===== config.mk =====
export PLATFORM = sky130hd
export DESIGN_NAME = compare_counter_flat
export DESIGN_NICKNAME = d
export VERILOG_FILES = /design/src/rtl/compare_counter_if.sv /design/src/rtl/compare_counter.sv /design/src/flat_wrapper.sv
export SDC_FILE = /design/constraint.sdc
export NUM_CORES = 1
export LEC_CHECK = 0
export ABC_AREA = 1
export CELL_PAD_IN_SITES_DETAIL_PLACEMENT = 1
export CELL_PAD_IN_SITES_GLOBAL_PLACEMENT = 2
export CORE_AREA = 3 3 156 158
export CTS_CLUSTER_DIAMETER = 50
export DETAILED_ROUTE_END_ITERATION = 7
export DIE_AREA = 0 0 159 161
export GPL_TIMING_DRIVEN = 1
export PLACE_DENSITY = 0.77
export SETUP_SLACK_MARGIN = 0.3
export SLEW_MARGIN = 0
export SYNTH_ARGS = -nofsm -noshare
export SYNTH_HDL_FRONTEND = slang
export SYNTH_SLANG_ARGS = --single-unit

===== constraint.sdc =====
create_clock -name clk -period 1.1 [get_ports clk]
set_input_delay 0.165 -clock clk [delete_from_list [all_inputs] [get_ports clk]]
set_output_delay 0.165 -clock clk [all_outputs]
set_load 0.1 [all_outputs]

===== src/rtl/compare_counter_if.sv =====
// Bus bundle for one compare channel: config/compare write strobes, main counter view,
// interrupt acknowledge, and the channel status/target returned to the device.
interface compare_counter_if;
  logic        conf_write;
  logic        conf_ena;
  logic        conf_irqena;
  logic        conf_periodic;
  logic        comp_write;
  logic [1:0]  comp_dqm_n;
  logic [63:0] comp_data;
  logic        main_working;
  logic [63:0] main_counter;
  logic        irq_ack;
  logic        working;
  logic        irq_valid;
  logic        overrun;
  logic [63:0] comp_counter;

  modport master (
    output conf_write, conf_ena, conf_irqena, conf_periodic,
    output comp_write, comp_dqm_n, comp_data,
    output main_working, main_counter, irq_ack,
    input  working, irq_valid, overrun, comp_counter
  );

  modport slave (
    input  conf_write, conf_ena, conf_irqena, conf_periodic,
    input  comp_write, comp_dqm_n, comp_data,
    input  main_working, main_counter, irq_ack,
    output working, irq_valid, overrun, comp_counter
  );
endinterface


===== src/rtl/compare_counter.sv =====
// Compare/alarm channel for the utim64 timer: raises an interrupt when the main counter hits the target.
// Define UTIM64_CMP_PERIODIC_EN to add the period register and periodic re-arm; otherwise every match is one-shot.
module compare_counter (
  input logic              clk,
  input logic              rst_n,
  compare_counter_if.slave bus
);

  typedef enum logic {
    IDLE  = 1'b0,
    ARMED = 1'b1
  } state_t;

  state_t      state;
  logic [63:0] target;
  logic        irq_en;
  logic        irq_pending;
  logic        overrun_flag;
  logic        match;

`ifdef UTIM64_CMP_PERIODIC_EN
  logic        periodic;
  logic [63:0] period;
  logic [63:0] next_target;

  assign next_target = target + period;
`endif

  assign match = (state == ARMED) && bus.main_working && (bus.main_counter == target);

  // Compare writes only land in IDLE and matches only happen in ARMED, so the two never
  // fight over the target register within one cycle.
  always_ff @(posedge clk) begin
    if (!rst_n) begin
      state        <= IDLE;
      target       <= 64'd0;
      irq_en       <= 1'b0;
      irq_pending  <= 1'b0;
      overrun_flag <= 1'b0;
`ifdef UTIM64_CMP_PERIODIC_EN
      periodic     <= 1'b0;
      period       <= 64'd0;
`endif
    end else begin
      if (bus.comp_write && (state == IDLE)) begin
        for (int h = 0; h < 2; h++) begin
          if (!bus.comp_dqm_n[h]) begin
            target[h*32 +: 32] <= bus.comp_data[h*32 +: 32];
`ifdef UTIM64_CMP_PERIODIC_EN
            period[h*32 +: 32] <= bus.comp_data[h*32 +: 32];
`endif
          end
        end
      end

      if (bus.conf_write) begin
        state        <= bus.conf_ena ? ARMED : IDLE;
        irq_en       <= bus.conf_irqena;
        overrun_flag <= 1'b0;
        if (!bus.conf_ena || bus.irq_ack) begin
          irq_pending <= 1'b0;
        end
`ifdef UTIM64_CMP_PERIODIC_EN
        periodic <= bus.conf_periodic;
        // A re-arm of an already periodic channel must not lose the pending advance.
        if (match && periodic && bus.conf_ena) begin
          target <= next_target;
        end
`endif
      end else if (match) begin
        if (irq_en) begin
          irq_pending <= 1'b1;
          if (irq_pending && !bus.irq_ack) begin
            overrun_flag <= 1'b1;
          end
        end else if (bus.irq_ack) begin
          irq_pending <= 1'b0;
        end
`ifdef UTIM64_CMP_PERIODIC_EN
        if (periodic) begin
          target <= next_target;
        end else begin
          state <= IDLE;
        end
`else
        state <= IDLE;
`endif
      end else if (bus.irq_ack) begin
        irq_pending <= 1'b0;
      end
    end
  end

  assign bus.working      = (state == ARMED);
  assign bus.irq_valid    = irq_pending;
  assign bus.overrun      = overrun_flag;
  assign bus.comp_counter = target;

endmodule

===== src/flat_wrapper.sv =====
// flat-port wrapper written by rule: the top's interface ports become plain ports
module compare_counter_flat 
  (clk, rst_n, bus_conf_write, bus_conf_ena, bus_conf_irqena, bus_conf_periodic, bus_comp_write, bus_comp_dqm_n, bus_comp_data, bus_main_working, bus_main_counter, bus_irq_ack, bus_working, bus_irq_valid, bus_overrun, bus_comp_counter);
  compare_counter_if bus_i ();
  input logic clk;
  input logic rst_n;
  input wire logic [$bits(bus_i.conf_write)-1:0] bus_conf_write;
  input wire logic [$bits(bus_i.conf_ena)-1:0] bus_conf_ena;
  input wire logic [$bits(bus_i.conf_irqena)-1:0] bus_conf_irqena;
  input wire logic [$bits(bus_i.conf_periodic)-1:0] bus_conf_periodic;
  input wire logic [$bits(bus_i.comp_write)-1:0] bus_comp_write;
  input wire logic [$bits(bus_i.comp_dqm_n)-1:0] bus_comp_dqm_n;
  input wire logic [$bits(bus_i.comp_data)-1:0] bus_comp_data;
  input wire logic [$bits(bus_i.main_working)-1:0] bus_main_working;
  input wire logic [$bits(bus_i.main_counter)-1:0] bus_main_counter;
  input wire logic [$bits(bus_i.irq_ack)-1:0] bus_irq_ack;
  output wire logic [$bits(bus_i.working)-1:0] bus_working;
  output wire logic [$bits(bus_i.irq_valid)-1:0] bus_irq_valid;
  output wire logic [$bits(bus_i.overrun)-1:0] bus_overrun;
  output wire logic [$bits(bus_i.comp_counter)-1:0] bus_comp_counter;
  assign bus_i.conf_write = bus_conf_write;
  assign bus_i.conf_ena = bus_conf_ena;
  assign bus_i.conf_irqena = bus_conf_irqena;
  assign bus_i.conf_periodic = bus_conf_periodic;
  assign bus_i.comp_write = bus_comp_write;
  assign bus_i.comp_dqm_n = bus_comp_dqm_n;
  assign bus_i.comp_data = bus_comp_data;
  assign bus_i.main_working = bus_main_working;
  assign bus_i.main_counter = bus_main_counter;
  assign bus_i.irq_ack = bus_irq_ack;
  assign bus_working = bus_i.working;
  assign bus_irq_valid = bus_i.irq_valid;
  assign bus_overrun = bus_i.overrun;
  assign bus_comp_counter = bus_i.comp_counter;
  compare_counter u_core (.clk(clk), .rst_n(rst_n), .bus(bus_i));
endmodule

---- Yosys cells after proc, flatten, opt, wreduce, memory -nomap -nowiden ----
Index checks and enable logic that the tools add are counted.
word-level totals
  output and inout port bits .............. 67
  register bits ........................... 68
  input bits .............................. 139
  logic and storage cells ................. 32
operators by class
  bitwise gates (word level) .............. 4
  multiplexer cells ....................... 8
  eq/ne operators ......................... 2
  reduce and logical (&&, ||, !) cells .... 12
operator list
  operator                                                          number
  64-bit equality test                                              1
  1-bit two-way mux                                                 8
  1-bit logical AND                                                 4
  1-bit inverter                                                    4
  2-bit AND reduction                                               2
  3-bit AND reduction                                               1
  1-bit logical NOT                                                 2
  2-bit by 1-bit != test with 1-bit output (second input constant)  1
  2-bit nonzero test                                                1
  2-bit OR reduction                                                1
  1-bit logical OR                                                  1

---- Depth between registers and ports, before layout ----
Gate-level depths: netlist (run 1).
  depth after elaboration ................. 4
  gate-level depth with buffers ........... 12
  depth with buffers taken out ............ 12

---- Worst setup path after synthesis (run 1) ----
Ideal clock, no wire load.
  path kind ............................... register -> register
  start point ............................. register u_core.target[35] (netlist: u_core.bus.comp_counter[35])
  end point ............................... register u_core.irq_pending (netlist: u_core.bus.irq_valid)
  path buffers ............................ 0
  cell stages (with the launch flop) ...... 11
  setup time .............................. 67 ps
  slack ................................... -802 ps
  data required time ...................... 1033 ps
  data arrival time ....................... 1835 ps
  period minus slack after synthesis ...... 1902 ps
  cell sequence ........................... dfxtp_1 > inv_1 > a21oi_1 > nand2_1 > nor2_1 > nand2_1 > nor2_1 > nand2_1 > nor2_2 > nand3_1 > o21ai_2
on the way
  cells in the longest elaborated chain, start to end .. 4
ends and longest elaborated chain
  item                               line                   text
  from (decl)                        compare_counter.sv:15  logic [63:0] target;
  from (signal, indexed assignment)  compare_counter.sv:48  target[h*32 +: 32] <= bus.comp_data[h*32 +: 32];
  64-bit equality test               compare_counter.sv:29  assign match = (state == ARMED) && bus.main_working && (bus.main_counter == target);
  1-bit logical AND                  compare_counter.sv:29
  1-bit two-way mux                  compare_counter.sv:70  end else if (match) begin
  1-bit two-way mux                  compare_counter.sv:56  if (bus.conf_write) begin
  to (signal assigned)               compare_counter.sv:61  irq_pending <= 1'b0;
  to (signal assigned)               compare_counter.sv:72  irq_pending <= 1'b1;
  to (signal assigned)               compare_counter.sv:77  irq_pending <= 1'b0;
  to (decl)                          compare_counter.sv:17  logic irq_pending;
No other way between the ends.
A chain may end at the register's enable or synchronous reset.

---- Final worst setup path (run 1) ----
  start point ............................. register u_core.target[52] (netlist: u_core.bus.comp_counter[52])
  end point ............................... register u_core.irq_pending (netlist: u_core.bus.irq_valid)
Same word-level chain as after synthesis.

==> results summary, run 1 <==
The first detailed-routing pass took 4 iterations. The flow ran to the end, but the final reports show violations. The DRC violations left came out at 0. The minimum clock period after layout is 1.42 ns. The post-synthesis instance area is 3910 sq um. The detailed-route wire length per cell came out at 18.4 microns. The number of nets in the final layout is 1,166.

Of the total synthesized cell area, the portion taken by XOR and XNOR cells is 0.0269. The final weighted congestion in routability-driven placement came out at 0.790. The clock tree skew after final layout came out at 0.00655 ns. The number of max-cap violations is 0.

Summed over all cells, the static leakage comes to 4.43 nW. The maximum number of buffers from clock root to sink came out at 2. The total of hold buffers inserted after clock tree synthesis came out at 0. The synthesized-area fraction occupied by adder cells is 0. Setup violations remaining at the end of the flow were counted as 132.

The clock latency of the later-clocked register in the worst-skew pair is 0.34 ns. The design draws 10.7 mW. The wire length on met2 is 12,800 microns. STA classifies the critical path startpoint as a register. The detailed-route vias per instance is 4.17.

The leading cell type in the layout, fill and taps excluded is sky130_fd_sc_hd__nand2_1. The kind of critical path is reg2reg. The total number of H-tree levels is 3.

The total die area is 25,600 sq um. After synthesis, the netlist uses 20 different library cells. For this run the aggregate overflow at the end of global routing stands at 0. The type of element capturing the critical path is a register. The cell at the root of the clock tree is sky130_fd_sc_hd__clkbuf_16. In this run the tool buffered the top-level ports with 204 buffer cells. The number of warnings reported in the yosys synthesis log came out at 0.

The routed layout has 5,656 vias. The die is 159 microns wide. The area fraction in compound gates after synthesis was 0.175. The average instance in the mapped netlist occupies 5.96 sq um. Counting flops and latches in the post-synthesis netlist gives 68. The data arrival time of the worst path came out at 1.70 ns. The CTS tree is built.

The checks that failed: setup timing. After synthesis, the largest family of logic cells by area is simple AND/OR/NAND/NOR gates. The hold violation total from the final report came out at 0. The fmax came out at 704 MHz.

The library cells used most frequently in the layout, excluding fill and tap cells, are sky130_fd_sc_hd__nand2_1, sky130_fd_sc_hd__clkdlybuf4s50_1, sky130_fd_sc_hd__buf_6, sky130_fd_sc_hd__inv_1, sky130_fd_sc_hd__buf_12. In this run the core area contains 56 standard-cell rows. Measured along the y axis, the die boundary spans 161 microns.

The slew at the pin with the worst max-slew slack is 0.534 ns. The first global-routing pass estimated 36,600 microns of wire. The met1 layer wirelength in the final routing came out at 10,500 microns. The initial standard-cell utilization of the core came out at 0.168. In the global route stage, overall resource usage came out at 0.188. 206 I/O pins were placed. The final period utilization is 1.29. The power per unit of standard cell area is 1050 nW/um^2. The synthesized netlist net count is 795.

The via count of the first global-routing pass came out at 6,280. The highest net fanout along the worst path came out at 2. Leaving out filler cells and counting taps, the final layout contains 1,355. From synthesis to final layout, the design area changed by 163%. In this run the top signal layer used is met5. The placed wire-length estimate after detailed placement came out at 16,900 microns.

The part of the Yosys area used for sequential elements came out at 0.348. The proportion of layout cells with a drive suffix above 1 came out at 0.516. The maximum vdd ir drop is 665 uV.

The initial antenna violation count was 6. The number of inserted filler cells in the final layout came out at 2,712. After floorplanning, the core was sized to cover 23,300 sq um. The portion of synthesized area spent on multiplexers is 0. The remaining number of nets flagged by the antenna check after routing came out at 0. The number of standard cells after synthesis is 656. The routed design uses 1320 microns of met3 wire. Counting the buffers created by CTS gives 9. The final-report max-slew violation count is 0. Entering global routing, the biggest net connects 31 pins. The total wire length came out at 25,000 microns. The number of placed instances, taps included, is 1,295.

Setup repair after global routing could not meet its margin everywhere. The number of DRC violations after detailed-routing iteration 0 is 189. Setup slack on the critical path of the routed design comes to -0.320 ns. Clock tree synthesis found a total of 68 sinks. Of the total synthesized cell area, the portion taken by AND, OR, NAND and NOR gates is 0.305. The relative slew slack came out at 0.644. The required arrival time at the worst endpoint is 1.37 ns. The path type of the worst min-delay path is in2reg. After clock tree synthesis, the clock-pin slew on the worst setup and hold paths is 0.06 ns.
per-stage QoR:
step / util / setup TNS, ns / worst slack (ns) / cell area (sq um) / hold WS [ns]
2_1_floorplan: - / -10.01 / -0.252 / 4180 / 0.295
3_3_place_gp: 0.354 / -19.86 / -0.817 / 8230 / 0.464
3_5_place_dp: 0.354 / -22.38 / -0.836 / 8230 / 0.469
4_1_cts: 0.421 / -12.60 / -0.303 / 9780 / 0.151
5_1_grt: 0.442 / -23.20 / -0.436 / 10300 / 0.177
6_report: 0.442 / -18.17 / -0.320 / 10300 / 0.157
area by class of cell:
class / instances / area [sq um] / area share
repair buffers: 379 / 4730 / 0.460
clock inverters: 3 / 37.5 / 0.00365
diodes: 4 / 10.0 / 0.000974
multi-input cells: 438 / 2750 / 0.268
inverters: 131 / 497 / 0.0483
well taps: 319 / 399 / 0.0388
flip-flops and latches: 68 / 1610 / 0.157
clock buffers: 13 / 240 / 0.0234
repair_timing:
action	CTS	global route
setup buffers	15	12
resized for setup	276	88
pin swaps	44	37
hold endpoints to repair	0	0
cloned	11	2
endpoints found under the setup margin	135	135
metal layers:
metal / global-route usage / vias to the layer above
met5: 0 / -
met4: 0.0442 / 4
met3: 0.0487 / 19
met2: 0.335 / 142
met1: 0.227 / 2682
li1: - / 2809
registers in the layout, indices dropped and copies added, names as in the netlist:
| register | flops |
|---|---|
| u_core.bus.irq_valid | 1 |
| u_core.bus.overrun | 1 |
| u_core.irq_en | 1 |
| u_core.bus.working | 1 |
| u_core.bus.comp_counter | 64 |
Yosys cell counts:
cell type                  count  area [sq um]
sky130_fd_sc_hd__or2_2         3          18.8
sky130_fd_sc_hd__o21ai_2       1          8.76
sky130_fd_sc_hd__dfxtp_1      68          1360
sky130_fd_sc_hd__nor2_2        1          6.26
sky130_fd_sc_hd__xnor2_1      11          96.3
sky130_fd_sc_hd__buf_2         4          20.0
sky130_fd_sc_hd__inv_1       131           492
sky130_fd_sc_hd__nand3b_2      2          22.5
sky130_fd_sc_hd__nor2_1       55           206
sky130_fd_sc_hd__nand2_1     192           721
sky130_fd_sc_hd__clkbuf_1     15          56.3
sky130_fd_sc_hd__nand3b_1      1          7.51
sky130_fd_sc_hd__nand4_1      20           125
sky130_fd_sc_hd__nor3_1        3          15.0
sky130_fd_sc_hd__xor2_1        1          8.76
sky130_fd_sc_hd__a31o_2        1          8.76
sky130_fd_sc_hd__nand3_1      13          65.1
sky130_fd_sc_hd__and2_1        1          6.26
sky130_fd_sc_hd__a21oi_1      67           335
sky130_fd_sc_hd__o21ai_0      66           330
report_power, final:
| group | switching [mW] | internal [mW] | total (mW) | leakage (nW) |
|---|---|---|---|---|
| Sequential | 0.194 | 2.60 | 2.79 | 0.605 |
| Combinational | 2.68 | 2.31 | 4.99 | 3.70 |
| Clock | 1.22 | 1.75 | 2.97 | 0.133 |
| Total | 4.09 | 6.66 | 10.7 | 4.43 |
cells by family after synthesis:
logic type,Yosys count
AND/OR/NAND/NOR,291
buffers and inverters,150
AO/OA/AOI/OAI,135
flip-flops,68
XOR/XNOR,12
final timing paths:
check | startpoint | endpoint | slack, ns | cells past startpoint
setup / recovery | u_core.bus.comp_counter[52]$_SDFFE_PN0P_ | u_core.bus.irq_valid$_SDFFE_PN0P_ | -0.32 | 10
hold / removal | rst_n | u_core.bus.working$_SDFFE_PN0P_ | 0.16 | 3
setup reg to reg | u_core.bus.comp_counter[52]$_SDFFE_PN0P_ | u_core.bus.irq_valid$_SDFFE_PN0P_ | -0.32 | 10
hold reg to reg | u_core.bus.comp_counter[38]$_SDFFE_PN0P_ | u_core.bus.comp_counter[38]$_SDFFE_PN0P_ | 0.49 | 2
worst max-delay path, cell delays in order, from the launching register on:
cell	delay, ns
sky130_fd_sc_hd__dfxtp_4	0.35
sky130_fd_sc_hd__xnor2_2	0.15
sky130_fd_sc_hd__buf_4	0.13
sky130_fd_sc_hd__nand2_1	0.05
sky130_fd_sc_hd__nor2_1	0.10
sky130_fd_sc_hd__nand2_1	0.08
sky130_fd_sc_hd__nor2_2	0.14
sky130_fd_sc_hd__nand2_2	0.08
sky130_fd_sc_hd__nor2_2	0.10
sky130_fd_sc_hd__nand3_1	0.09
sky130_fd_sc_hd__o21ai_2	0.06
Note: power is estimated with default switching activity, not from simulation.
==> inputs of run 2 (changes only) <==
- GPL_ROUTABILITY_DRIVEN: default -> 0
- HOLD_SLACK_MARGIN: default -> 0.03
==> results of run 2 <==
No change in the layout: final DEF, timing and power equal those of run 1.
